==> config.mk <==
export PLATFORM = sky130hd
export DESIGN_NAME = task1
export DESIGN_NICKNAME = d
export VERILOG_FILES = /design/src/rtl/task1_pkg.sv /design/src/rtl/task1_if.sv /design/src/rtl/task1_init.sv /design/src/rtl/task1_s_mem.sv /design/src/rtl/task1.sv
export SDC_FILE = /design/constraint.sdc
export NUM_CORES = 1
export LEC_CHECK = 0
export ABC_AREA = 1
export BUFFER_PORTS_ARGS = -buffer_cell sky130_fd_sc_hd__buf_2
export CAP_MARGIN = 20
export CORE_MARGIN = 3
export CORE_UTILIZATION = 40
export CTS_CLUSTER_DIAMETER = 50
export DETAILED_ROUTE_END_ITERATION = 8
export PLACE_DENSITY = 0.77
export SYNTH_ARGS = -nofsm -noshare
export SYNTH_HDL_FRONTEND = slang
export SYNTH_SLANG_ARGS = --single-unit
==> constraint.sdc <==
create_clock -name CLOCK_50 -period 2 [get_ports CLOCK_50]
set_input_delay 0.6 -clock CLOCK_50 [delete_from_list [all_inputs] [get_ports CLOCK_50]]
set_output_delay 0.6 -clock CLOCK_50 [all_outputs]
set_load 0.005 [all_outputs]
==> src/rtl/task1_pkg.sv <==
`default_nettype none
// ============================================================================
//  Module   : task1_pkg
//  Purpose  : Shared types and constants for the ARC4 state-array initialiser.
//             Holds the init-engine state encoding and the memory geometry.
//  Ports    : none (package)
//  Revision : 1.0  initial release
// ============================================================================
package task1_pkg;

    localparam int MEM_DEPTH = 256;
    localparam int DATA_W    = 8;
    localparam int ADDR_W    = 8;

    // The counter is one bit wider than the address so that the last index
    // (255) is an exact compare rather than an 8-bit overflow test.
    localparam int                CNT_W    = 9;
    localparam logic [CNT_W-1:0]  LAST_CNT = 9'(MEM_DEPTH - 1);

    typedef enum logic [1:0] {
        IDLE  = 2'd0,
        WRITE = 2'd1,
        DONE  = 2'd2
    } init_state_t;

endpackage : task1_pkg
`default_nettype wire

==> src/rtl/task1_if.sv <==
`default_nettype none
// ============================================================================
//  Module   : task1_if
//  Purpose  : Bundle between the top-level controller and the init engine.
//  Signals  : en      start request (controller -> engine)
//             rdy     engine idle and able to accept en
//             addr    memory write address
//             wrdata  memory write data
//             wren    memory write enable
//             done    one-cycle pulse while the engine sits in DONE
//  Modports : master = controller side, slave = init engine side
//  Revision : 1.0  initial release
// ============================================================================
interface task1_if;
    import task1_pkg::*;

    logic              en;
    logic              rdy;
    logic [ADDR_W-1:0] addr;
    logic [DATA_W-1:0] wrdata;
    logic              wren;
    logic              done;

    modport master (
        output en,
        input  rdy,
        input  addr,
        input  wrdata,
        input  wren,
        input  done
    );

    modport slave (
        input  en,
        output rdy,
        output addr,
        output wrdata,
        output wren,
        output done
    );

endinterface : task1_if
`default_nettype wire

==> src/rtl/task1_init.sv <==
`default_nettype none
// ============================================================================
//  Module   : init
//  Purpose  : Fills the state array with the identity permutation s[i] = i.
//             On an accepted start request it writes one location per cycle,
//             addresses 0..255, then spends one cycle in DONE and returns to
//             IDLE.
//  Ports    : clk   in   clock
//             rst   in   synchronous active-high reset
//             bus   slave side of task1_if (en, rdy, addr, wrdata, wren, done)
//  Revision : 1.0  initial release
// ============================================================================
module init
    import task1_pkg::*;
(
    input  wire logic clk,
    input  wire logic rst,
    task1_if.slave    bus
);

    init_state_t       state_q, state_d;
    logic [CNT_W-1:0]  cnt_q,   cnt_d;

    always_ff @(posedge clk) begin
        if (rst) begin
            state_q <= IDLE;
            cnt_q   <= '0;
        end else begin
            state_q <= state_d;
            cnt_q   <= cnt_d;
        end
    end

    always_comb begin
        state_d    = state_q;
        cnt_d      = cnt_q;
        bus.rdy    = 1'b0;
        bus.wren   = 1'b0;
        bus.done   = 1'b0;
        bus.addr   = cnt_q[ADDR_W-1:0];
        bus.wrdata = cnt_q[DATA_W-1:0];

        case (state_q)
            IDLE: begin
                bus.rdy = 1'b1;
                if (bus.en) begin
                    cnt_d   = '0;
                    state_d = WRITE;
                end
            end

            WRITE: begin
                // Start requests here are ignored: no restart mid-fill.
                bus.wren = 1'b1;
                cnt_d    = cnt_q + 9'd1;
                if (cnt_q == LAST_CNT) begin
                    state_d = DONE;
                end
            end

            DONE: begin
                bus.done = 1'b1;
                state_d  = IDLE;
            end

            default: begin
                state_d = IDLE;
            end
        endcase
    end

endmodule : init
`default_nettype wire

==> src/rtl/task1_s_mem.sv <==
`default_nettype none
// ============================================================================
//  Module   : s_mem
//  Purpose  : 256x8 single-port synchronous RAM, vendor-style wrapper.
//             Write-enabled store on the rising clock edge, registered read.
//             Contents are never reset.
//  Ports    : address[7:0] in   word address
//             clock        in   clock
//             data[7:0]    in   write data
//             wren         in   write enable
//             q[7:0]       out  registered read data
//  Revision : 1.0  initial release
// ============================================================================
module s_mem
    import task1_pkg::*;
(
    input  wire logic [ADDR_W-1:0] address,
    input  wire logic              clock,
    input  wire logic [DATA_W-1:0] data,
    input  wire logic              wren,
    output logic      [DATA_W-1:0] q
);

    logic [DATA_W-1:0] mem_q [MEM_DEPTH];

    always_ff @(posedge clock) begin
        if (wren) begin
            mem_q[address] <= data;
        end
        q <= mem_q[address];
    end

endmodule : s_mem
`default_nettype wire

==> src/rtl/task1.sv <==
`default_nettype none
// ============================================================================
//  Module   : task1
//  Purpose  : Board top for the ARC4 state-array initialiser. After reset is
//             released it issues a single start pulse to the init engine,
//             which fills memory s with s[i] = i. A sticky flag records
//             completion.
//  Ports    : CLOCK_50     in   system clock
//             KEY[3:0]     in   KEY[3] active-low reset, others unused
//             SW[9:0]      in   unused
//             HEX0..HEX5   out  seven-segment, active-low, held blank
//             LEDR[9:0]    out  [0] engine ready, [1] init done, [9:2] zero
//  Revision : 1.0  initial release
// ============================================================================
module task1
    import task1_pkg::*;
(
    input  wire logic       CLOCK_50,
    input  wire logic [3:0] KEY,
    input  wire logic [9:0] SW,
    output logic      [6:0] HEX0,
    output logic      [6:0] HEX1,
    output logic      [6:0] HEX2,
    output logic      [6:0] HEX3,
    output logic      [6:0] HEX4,
    output logic      [6:0] HEX5,
    output logic      [9:0] LEDR
);

    localparam logic [6:0] HEX_BLANK = 7'b1111111;

    logic rst;
    assign rst = ~KEY[3];

    // en is kept under this exact name so it can be reached hierarchically.
    logic en,        en_d;
    logic started_q, started_d;
    logic done_q,    done_d;

    task1_if bus ();

    assign bus.en = en;

    init u_init (
        .clk (CLOCK_50),
        .rst (rst),
        .bus (bus)
    );

    logic [DATA_W-1:0] q;

    s_mem s (
        .address (bus.addr),
        .clock   (CLOCK_50),
        .data    (bus.wrdata),
        .wren    (bus.wren),
        .q       (q)
    );

    // started_q marks that the post-reset cycle has passed, so en can only
    // ever be high in the very first cycle after reset release.
    always_comb begin
        started_d = 1'b1;
        en_d      = ~started_q & bus.rdy;
        done_d    = done_q | bus.done;
    end

    always_ff @(posedge CLOCK_50) begin
        if (rst) begin
            en        <= 1'b0;
            started_q <= 1'b0;
            done_q    <= 1'b0;
        end else begin
            en        <= en_d;
            started_q <= started_d;
            done_q    <= done_d;
        end
    end

    assign HEX0 = HEX_BLANK;
    assign HEX1 = HEX_BLANK;
    assign HEX2 = HEX_BLANK;
    assign HEX3 = HEX_BLANK;
    assign HEX4 = HEX_BLANK;
    assign HEX5 = HEX_BLANK;
    assign LEDR = {8'b0, done_q, bus.rdy};

    logic unused_ok;
    assign unused_ok = &{1'b0, KEY[2:0], SW, q};

endmodule : task1
`default_nettype wire

==> metrics.txt <==
Multi-input gate area=477 sq um; data arrival time of the critical path=1.80 ns; Antenna Nets Post-Route=0; count of state elements after synthesis=14; status=complete, no violations; I/O Pins=67; Starting Density=43.9%; via count=644; setup TNS=0 ns; GRT overflow=0; Worst Path Max Fanout=4; Post-CTS Setup Repair Bufs=0; pin count of the biggest net entering global routing=11; core area=2320 sq um; Clock Skew=0.000782 ns; Worst-path clk slew=0.08 ns; post-synthesis sequential area ratio=27.6%; setup violators final=0; clock sink count=14; EDFF count, synth=0; Critical Path Start Type=register; Clock Tree Buf Depth=2; cells after synthesis=144; RSZ-0062 raised after global routing=false; area of the die=3180 sq um; Die W=56.4 um; Synth area leaders=buf_4 (38%), dfxtp_1 (28%), nand2_1 (10%); Final Slew Violations=0; Synth area leader=buf_4; WL per Instance=7.66 um; DR pass1 iterations=4; nets=164; Synth Flop Type=dfxtp_1; fin crit period=1.59 ns; max-cap check violation count=0; Final Cycle Share=79.4%; latest clock arrival within the worst-skew pair=0.28 ns; WP data required=2.22 ns; Yosys top cell area share=38.4%; Cell variety after synth=17; vias in the first global route=500; global-route wire length before repair=2060 um; CTS root buf=clkbuf_4; Layout area overhead=-12.7%; Vias/cell=3.70; row count=17; TritonCTS clock tree=built; yosys synthesis warning count=0; Fin. Hold Viols=0; Crit. End Element=register; count of input and output buffers=3; kind of critical path=register to register; register area=280 sq um; post-DP HPWL=1110 um; share of cells above drive strength 1=7.53%; total CTS buffers=3; # DRC=0; Post-CTS Hold Buffers=0; most frequent cell after synthesis=buf_4; total power=0.544 mW; pwr dens=612 nW/um^2; synthesized cell area=1020 sq um; IR drop worst, VDD=0.000436 V; Routability Congestion=0.744; Syn Area/Cell=7.06 sq um; FFs w/ async S/R, synth=0%; LEAKAGE=0.460 nW; HP Class=register to register; Max Clk Rate=0.630 GHz; 1st-iter DRT viols=14; top cells by count, synth=buf_4 (52), nand2_1 (28), nor2_1 (15), dfxtp_1 (14), inv_1 (10); die height=56.4 um; number of antenna diodes=0; post_cts resized=0; number of H-tree levels=1; Post-Route WL=1330 um; Total GRT Usage=8.05%; antenna violations before repair=0; Filler Cells Inserted=255
final timing paths:
kind	depth (start not counted)	from	slack, ns	endpoint
worst min register to register	1	started_q	0.39	bus.en
worst max register to register	8	u_init.cnt_q[0]	0.41	u_init.cnt_q[8]
worst min-delay path	1	started_q	0.39	bus.en
worst max-delay path	8	u_init.cnt_q[0]	0.41	u_init.cnt_q[8]
metal layers:
layer  vias up  share of wire, %  track usage [%]
li1        342                 -                -
met1       270                42             10.5
met2        28                48             12.0
met3         4               8.5             2.07
met4         0               1.6             4.07
met5         -                 0                0
worst max-delay path, cell delays in order, from the launching register on:
cell	delay, ns
dfxtp_1	0.38
ha_1	0.17
nand2_1	0.10
inv_1	0.09
nand2_1	0.07
nor2_1	0.12
ha_1	0.23
or2_1	0.22
a21oi_1	0.13
where the power goes:
part	internal [mW]	switching, mW	total, mW	leakage (nW)
combinational	0.00882	0.0427	0.0516	0.325
clock	0.111	0.0918	0.202	0.0210
sequential	0.284	0.00504	0.290	0.114
layout make-up:
| type | count | share of cell area (%) |
|---|---|---|
| Clock buffer | 4 | 4.08 |
| Inverter | 12 | 5.07 |
| Multi-Input combinational cell | 113 | 53.7 |
| Sequential cell | 14 | 31.5 |
| Tap cell | 28 | 3.94 |
| Timing Repair Buffer | 3 | 1.69 |
cells in the final DEF (no fill, tap or decap), types with 3 or more instances in the layout:
master | Yosys | routed
a21oi_1 | 6 | 6
buf_2 | 1 | 3
clkbuf_4 | 0 | 3
conb_1 | 2 | 50
dfxtp_1 | 14 | 14
inv_1 | 10 | 10
nand2_1 | 28 | 28
nand3_1 | 3 | 3
nor2_1 | 15 | 15
o21ai_0 | 4 | 4
registers in the layout, indices dropped and copies added (netlist names):
| signal | flops |
|---|---|
| bus.en | 1 |
| done_q | 1 |
| started_q | 1 |
| u_init.state_q | 2 |
| u_init.cnt_q | 9 |
stage by stage:
stage | hold WS (ns) | util (%) | area, sq um | setup WS, ns | cells
CTS | 0.395 | 38.3 | 888 | 0.403 | 174
global route | 0.410 | 38.3 | 888 | 0.261 | 174
detailed placement | 0.382 | 36.8 | 852 | 0.419 | 170
finish | 0.392 | 38.3 | 888 | 0.412 | 174
global placement | 0.381 | 36.8 | 852 | 0.476 | 170
floorplan | 0.374 | - | 1200 | 0.578 | 192
cells by family after synthesis:
| group | count (synthesis) | synth area share [%] |
|---|---|---|
| adder cells (fa/ha/maj) | 2 | 2.46 |
| other | 2 | 0.738 |
| buffers and inverters | 65 | 43.3 |
| flip-flops | 14 | 27.6 |
| AND/OR/NAND/NOR | 50 | 20.3 |
| AO/OA/AOI/OAI | 11 | 5.66 |
No activity file was read; power rests on OpenSTA's default activity.
